[config.mk]
export PLATFORM = sky130hd
export DESIGN_NAME = hub75_capture
export DESIGN_NICKNAME = d
export VERILOG_FILES = /design/src/rtl/hub75_pkg.sv /design/src/rtl/hub75_sync_edge.sv /design/src/rtl/hub75_capture.sv
export SDC_FILE = /design/constraint.sdc
export NUM_CORES = 2
export LEC_CHECK = 0
export CAP_MARGIN = 20
export CORE_ASPECT_RATIO = 0.9
export CORE_MARGIN = 4
export CORE_UTILIZATION = 45
export CTS_BUF_LIST = sky130_fd_sc_hd__clkbuf_4
export DETAILED_ROUTE_END_ITERATION = 10
export GPL_TIMING_DRIVEN = 0
export PLACE_DENSITY = 0.61
export SLEW_MARGIN = 30
export SYNTH_ARGS = -nofsm -noshare
export SYNTH_HDL_FRONTEND = slang
export SYNTH_SLANG_ARGS = --single-unit
[constraint.sdc]
create_clock -name clk -period 76.8 [get_ports clk]
set_clock_uncertainty 0.1 [all_clocks]
set_input_delay 7.68 -clock clk [delete_from_list [all_inputs] [get_ports clk]]
set_output_delay 7.68 -clock clk [all_outputs]
set_load 0.05 [all_outputs]
[src/rtl/hub75_pkg.sv]
// Shared types and panel geometry for the HUB75 receive-side capture block.
package hub75_pkg;

  localparam int COLS = 32;
  localparam int ROWS = 16;
  localparam int SCAN = ROWS / 2;

  typedef logic [2:0]      rgb_t;
  typedef rgb_t [COLS-1:0] row_t;

  typedef enum logic {
    ALIGN,
    RUN
  } cap_state_t;

endpackage

[src/rtl/hub75_sync_edge.sv]
// Multi-flop synchronizer with rising-edge detect. Every bit sees the same
// delay, so signals synchronized through separate instances stay aligned.
module hub75_sync_edge #(
  parameter int WIDTH  = 1,
  parameter int STAGES = 2
) (
  input  logic             clk,
  input  logic             reset,
  input  logic [WIDTH-1:0] d_i,
  output logic [WIDTH-1:0] q_o,
  output logic [WIDTH-1:0] rise_o
);

  logic [WIDTH-1:0] sync_q [STAGES];
  logic [WIDTH-1:0] prev_q;

  always_ff @(posedge clk or posedge reset) begin
    if (reset) begin
      for (int i = 0; i < STAGES; i++) sync_q[i] <= '0;
      prev_q <= '0;
    end else begin
      sync_q[0] <= d_i;
      for (int i = 1; i < STAGES; i++) sync_q[i] <= sync_q[i-1];
      prev_q <= sync_q[STAGES-1];
    end
  end

  assign q_o    = sync_q[STAGES-1];
  assign rise_o = q_o & ~prev_q;

endmodule

[src/rtl/hub75_capture.sv]
// Oversampling HUB75 receiver: rebuilds the panel's shift/latch behaviour and
// stores every latched row pair into a resettable frame buffer.
module hub75_capture #(
  parameter int COLS        = hub75_pkg::COLS,
  parameter int ROWS        = hub75_pkg::ROWS,
  parameter int SYNC_STAGES = 2
) (
  input  logic                      clk,
  input  logic                      reset,
  input  logic                      hub_clk,
  input  logic [5:0]                hub_rgb,
  input  logic                      hub_lat,
  input  logic [$clog2(ROWS/2)-1:0] hub_abc,
  input  logic [$clog2(ROWS)-1:0]   rd_row,
  input  logic [$clog2(COLS)-1:0]   rd_col,
  output logic [2:0]                rd_pix,
  output logic                      row_commit,
  output logic                      frame_done,
  output logic                      short_row_err,
  input  logic                      clr_err
);

  localparam int         SCAN    = ROWS / 2;
  localparam int         ABC_W   = $clog2(SCAN);
  localparam int         ROW_W   = $clog2(ROWS);
  localparam int         COL_W   = $clog2(COLS);
  localparam int         DATA_W  = 6 + ABC_W;
  localparam logic [5:0] CNT_MAX = 6'd63;

  import hub75_pkg::*;

  typedef rgb_t [COLS-1:0] line_t;

  logic [1:0]        ctl_level, ctl_rise;
  logic [DATA_W-1:0] data_q, data_rise;
  logic              clk_rise, lat_rise;
  rgb_t              rgb_top, rgb_bot;
  logic [ABC_W-1:0]  abc;

  hub75_sync_edge #(.WIDTH(2), .STAGES(SYNC_STAGES)) u_sync_ctl (
    .clk    (clk),
    .reset  (reset),
    .d_i    ({hub_clk, hub_lat}),
    .q_o    (ctl_level),
    .rise_o (ctl_rise)
  );

  hub75_sync_edge #(.WIDTH(DATA_W), .STAGES(SYNC_STAGES)) u_sync_data (
    .clk    (clk),
    .reset  (reset),
    .d_i    ({hub_rgb, hub_abc}),
    .q_o    (data_q),
    .rise_o (data_rise)
  );

  // Control levels and data edges are not needed; only the aligned pairs are.
  logic unused_sync;
  assign unused_sync = ^{ctl_level, data_rise};

  assign clk_rise = ctl_rise[1];
  assign lat_rise = ctl_rise[0];
  assign rgb_top  = data_q[DATA_W-1 -: 3];
  assign rgb_bot  = data_q[DATA_W-4 -: 3];
  assign abc      = data_q[ABC_W-1:0];

  cap_state_t       state_q, state_d;
  line_t            top_q, top_d, bot_q, bot_d;
  logic [5:0]       cnt_q, cnt_d;
  logic             err_q, err_d;
  logic             commit_q, commit_d;
  logic             done_q, done_d;
  logic [2:0]       pix_q, pix_d;
  logic [ROW_W-1:0] top_row, bot_row;
  logic             col_ok;
  line_t            fb_q [ROWS];

  assign top_row = ROW_W'(abc);
  assign bot_row = ROW_W'(abc) + ROW_W'(SCAN);

  // The shift is resolved before the latch so a coincident latch commits the
  // post-shift contents and the incremented count.
  always_comb begin
    // NOTE: every next-state signal gets a default first so no path can infer a latch.
    state_d  = state_q;
    top_d    = top_q;
    bot_d    = bot_q;
    cnt_d    = cnt_q;
    err_d    = err_q;
    commit_d = 1'b0;
    done_d   = 1'b0;

    if (clr_err) err_d = 1'b0;

    if (state_q == RUN && clk_rise) begin
      top_d = {top_q[COLS-2:0], rgb_top};
      bot_d = {bot_q[COLS-2:0], rgb_bot};
      if (cnt_q != CNT_MAX) cnt_d = cnt_q + 6'd1;
    end

    if (lat_rise) begin
      if (state_q == ALIGN) begin
        state_d = RUN;
      end else if (int'(cnt_d) >= COLS) begin
        commit_d = 1'b1;
        done_d   = (abc == ABC_W'(SCAN - 1));
      end else begin
        err_d = 1'b1;
      end
      cnt_d = '0;
    end
  end

  if ((1 << COL_W) > COLS) begin : g_col_guard
    assign col_ok = (rd_col < COL_W'(COLS));
  end else begin : g_col_full
    assign col_ok = 1'b1;
  end

  always_comb begin
    pix_d = '0;
    if (col_ok) pix_d = fb_q[rd_row][rd_col];
  end

  always_ff @(posedge clk or posedge reset) begin
    // NOTE: sequential state uses non-blocking assignments so every flop samples pre-edge values.
    if (reset) begin
      state_q  <= ALIGN;
      top_q    <= '0;
      bot_q    <= '0;
      cnt_q    <= '0;
      err_q    <= 1'b0;
      commit_q <= 1'b0;
      done_q   <= 1'b0;
      pix_q    <= '0;
    end else begin
      state_q  <= state_d;
      top_q    <= top_d;
      bot_q    <= bot_d;
      cnt_q    <= cnt_d;
      err_q    <= err_d;
      commit_q <= commit_d;
      done_q   <= done_d;
      pix_q    <= pix_d;
    end
  end

  // NOTE: the frame buffer must read all-zero after reset, so it is built from resettable flops, not a RAM.
  always_ff @(posedge clk or posedge reset) begin
    if (reset) begin
      for (int r = 0; r < ROWS; r++) fb_q[r] <= '0;
    end else if (commit_d) begin
      fb_q[top_row] <= top_d;
      fb_q[bot_row] <= bot_d;
    end
  end

  assign rd_pix        = pix_q;
  assign row_commit    = commit_q;
  assign frame_done    = done_q;
  assign short_row_err = err_q;

endmodule

==> results.json <==
{
  "routed_wire_length_per_instance_um": 33.54,
  "die_w_um": 441.5,
  "root_buffer": "sky130_fd_sc_hd__clkbuf_4",
  "syn_inst": 6885,
  "top_level_ports": 29,
  "antenna_violating_nets_post_route": 0,
  "ys_async_sr_fraction_pct": 100.0,
  "ctsResizeCount": 0,
  "n_fill_cell": 15340,
  "status": "completed",
  "coreArea_um2": 167400,
  "regToRegEndpoint": "fb_q[868]$_DFFE_PP0P_",
  "synth.top_cells.by_area": "sky130_fd_sc_hd__dfrtp_1 58%, sky130_fd_sc_hd__a21oi_1 10%, sky130_fd_sc_hd__nor2_1 7.8%",
  "clock_insertion_delay_worst_skew_ns": 1.43,
  "synth_edf_count": 0,
  "worst_hold_path.num_cells": 0,
  "final-max-slew-violation-count": 0,
  "startpoint_of_the_tightest_hold_check_path": "u_sync_data.sync_q[17]$_DFF_PP0_",
  "max_freq_mhz": 90.65,
  "synthDominantCellAreaShare_pct": 58.02,
  "m1WireLength_mm": 124.8,
  "die-area_um2": 175800,
  "clkTransAtPathRegs_ns": 0.07,
  "crit_arrival_ns": 12.24,
  "synth-seq-area-share_pct": 58.02,
  "worst_hold_path_ep": "u_sync_data.q_o[8]$_DFF_PP0_",
  "post_synthesis_average_cell_area_um2": 11.06,
  "fp.dieH_um": 398.2,
  "floorplan.initialDensity_pct": 45.48,
  "maxCapViolCount": 0,
  "rsz_0062_raised_after_global_routing": "false",
  "setup_slack_of_the_worst_register_to_register_path_ns": 72.49,
  "count_of_cells_along_the_worst_register_to_register_path": 10,
  "grt_max_degree": 96,
  "wl_met3_mm": 44.24,
  "cts.htree.levels": 5,
  "layout-area-overhead-vs-synth_pct": 13.08,
  "cts_made_buffers": 461,
  "top_signal_layer_used": "met5",
  "finalCriticalPeriod_ns": 11.03,
  "routed_wl_mm": 334.5,
  "yosysUniqueCellTypes": 70,
  "slew_headroom_pct": 24.88,
  "timing.rr.start": "state_q$_DFFE_PP0P_",
  "globalRouteTotalUtil_pct": 37.83,
  "grt_antenna_before_repair": 29,
  "leakagePower_nw": 43.59,
  "dr_wl_met2_mm": 138.0,
  "final_critical_path_setup_slack_ns": 65.77,
  "grt_pass1_wl_mm": 465.2,
  "drt-pass1-iter-count": 7,
  "cts_post_setup_buffers_inserted": 0,
  "drt-initial-drc-count": 8808,
  "tritoncts": "yes",
  "critPathCaptureType": "flop",
  "number_of_warnings_printed_during_yosys_synthesis": 0,
  "worstPathMaxFanout": 10,
  "postSynthRegisterBits": 1765,
  "cts_hold_buf": 0,
  "min_period_over_period_pct": 14.36,
  "grt_remaining_overflow": 0,
  "hold-worst-slack_ns": 0.1759,
  "drive_gt1_share_pct": 18.33,
  "worstHoldPathType": "flop to flop",
  "setup_total_negative_slack_ns": 0,
  "sum_of_buffers_and_inverters_on_the_critical_path": 4,
  "std_cell_rows": 142,
  "critical_path.top_delay_family": "buffers and inverters",
  "cp_slowest_stage_delay_ns": 0.83,
  "timing.critical_path.slowest_stage_cell": "sky130_fd_sc_hd__buf_2",
  "synth.largest_area_cell": "sky130_fd_sc_hd__dfrtp_1",
  "power_density_over_the_cells_nw_per_um2": 22.92,
  "grt_pass1_vias": 61250,
  "remaining_drc_errors": 0,
  "yosys_most_used_dff": "sky130_fd_sc_hd__dfrtp_1",
  "place_congestion": 1.036,
  "final_net_count": 7445,
  "place_worst_setup_slack_ns": 64.65,
  "port-buffer-count": 24,
  "synthesis.area_um2": 76120,
  "crit_type": "input pin to flop",
  "worst_pin_slew_ns": 1.095,
  "ir_drop_uv": 15.77,
  "startpoint_type_of_the_worst_setup_path": "input pin",
  "clock_tree.buffer_depth": 4,
  "dpl.hpwl_mm": 228.2,
  "worst_path_cell_trace": "clkbuf_1 > inv_1 > buf_2 > clkbuf_2 > o221ai_1 > nor3_1 > nor4_1 > o2111ai_1 > nand4_1 > and4b_1",
  "synthesized_netlist_net_count": 6909,
  "vias": 63540,
  "critical_path_rt_ns": 78.01,
  "cts_num_sinks": 1765,
  "route.detailed.vias_per_inst": 6.370,
  "setup_viol": 0,
  "final-hold-violation-count": 0
}
logic make-up (layout without fill, tap and decap cells):
family / after synthesis / in the layout / share of synthesized area, %
DFF: 1765 / 1765 / 58.02
muxes: 722 / 722 / 14.28
xor gates and xnor gates: 1 / 1 / 0.01151
adders and majority gates: 1 / 1 / 0.01643
buffers and inverters: 721 / 1559 / 4.859
AOI/OAI and AO/OA: 1866 / 1866 / 13.23
and+or+nand+nor: 1809 / 1809 / 9.589
other: 0 / 20 / 0
flip-flops by register name, indices dropped and copies added, names as in the netlist:
register	cells
u_sync_ctl.q_o	2
cnt_q	6
top_q	96
fb_q	1536
frame_done	1
short_row_err	1
u_sync_ctl.prev_q	2
u_sync_data.sync_q	9
rd_pix	3
bot_q	96
row_commit	1
u_sync_ctl.sync_q	2
u_sync_data.q_o	9
state_q	1
synthesized netlist by cell type, drive strengths merged (19+ instances only):
cell	count
o221ai	106
o22ai	52
nand4	19
nor3	50
dfrtp	1765
a21oi	1597
o21ai	27
mux4	270
mux2i	445
buf	393
nand2	64
inv	197
nor4	25
clkbuf	130
nor2	1580
a211oi	19
layer usage:
layer | GRT usage, % | up-vias
met4 | 25.09 | 18
met5 | 0 | -
met2 | 52.36 | 4550
met1 | 49.92 | 32400
li1 | - | 25450
met3 | 13.58 | 1113
how the worst max path moves through the flow:
| stage | start | to | slack [ns] | depth (start not counted) |
|---|---|---|---|---|
| floorplan | reset | bot_q[0]$_DFF_PP0_ | 19.19 | 1 |
| global placement | reset | top_q[6]$_DFF_PP0_ | 0.15 | 2 |
| detailed placement | rd_col[0] | rd_pix[0]$_DFF_PP0_ | 64.65 | 10 |
| CTS | rd_row[1] | rd_pix[2]$_DFF_PP0_ | 66.23 | 11 |
| global route | rd_row[1] | rd_pix[2]$_DFF_PP0_ | 66.21 | 11 |
| finish | rd_col[0] | rd_pix[0]$_DFF_PP0_ | 65.77 | 10 |
layout make-up:
type	count	area (um^2)	share of cell area [%]
flip-flops and latches	1765	44170	51.31
multi-input cells	4399	28360	32.94
clock buffers	671	5037	5.852
plain buffers	523	3028	3.518
well taps	2232	2793	3.244
repair buffers	73	1473	1.711
inverters	198	752.0	0.8736
clock inverters	94	419.2	0.4870
diodes	20	50.05	0.05814
through the flow:
| stage | power (mW) | cell area, um^2 | util [%] | std cells |
|---|---|---|---|---|
| 4_1_cts | 1.967 | 85940 | 51.35 | 9954 |
| 2_1_floorplan | 1.088 | 76120 | - | 6885 |
| 3_5_place_dp | 1.179 | 80480 | 48.09 | 9189 |
| 5_1_grt | 2.038 | 86050 | 51.41 | 9963 |
| 3_3_place_gp | 1.174 | 79150 | 47.29 | 9141 |
| 6_report | 1.973 | 86080 | 51.43 | 9975 |
report_power, final:
part           total [mW]  internal (mW)  switching (mW)
sequential          0.967          0.952          0.0149
combinational       0.204         0.0428           0.161
clock               0.803          0.402           0.401
worst reg2reg max path, stage by stage (launching register included):
cell,delay [ns]
sky130_fd_sc_hd__dfrtp_1,0.38
sky130_fd_sc_hd__nand3b_1,0.08
sky130_fd_sc_hd__buf_2,0.23
sky130_fd_sc_hd__nor2b_1,0.18
sky130_fd_sc_hd__nand3_1,0.11
sky130_fd_sc_hd__mux2i_1,0.19
sky130_fd_sc_hd__buf_4,0.24
sky130_fd_sc_hd__nor4_4,0.88
sky130_fd_sc_hd__buf_2,0.70
sky130_fd_sc_hd__clkbuf_1,0.76
sky130_fd_sc_hd__a21oi_1,0.21
placed cells by master (no fill, tap or decap), drive strengths merged, types with 4 or more instances in the layout:
cell type | Yosys | final
buf | 393 | 442
o22ai | 52 | 52
inv | 197 | 202
o21ai | 27 | 27
diode | 0 | 20
a22oi | 10 | 10
a211oi | 19 | 19
nor4 | 25 | 25
or2 | 4 | 4
nor2b | 8 | 8
clkinv | 1 | 88
a2111oi | 6 | 6
nand2 | 64 | 64
a31oi | 12 | 12
and2 | 4 | 4
nand4b | 4 | 4
nand3 | 15 | 15
o2111ai | 5 | 5
and3 | 6 | 6
o31ai | 8 | 8
nor3 | 50 | 50
mux2i | 445 | 445
mux4 | 270 | 270
nor2 | 1580 | 1580
clkbuf | 130 | 801
nand2b | 7 | 7
o221ai | 106 | 106
clkdlybuf4s50 | 0 | 24
mux2 | 7 | 7
a21oi | 1597 | 1597
nand4 | 19 | 19
nor3b | 7 | 7
dfrtp | 1765 | 1765
Note: power is estimated with default switching activity, not from simulation.
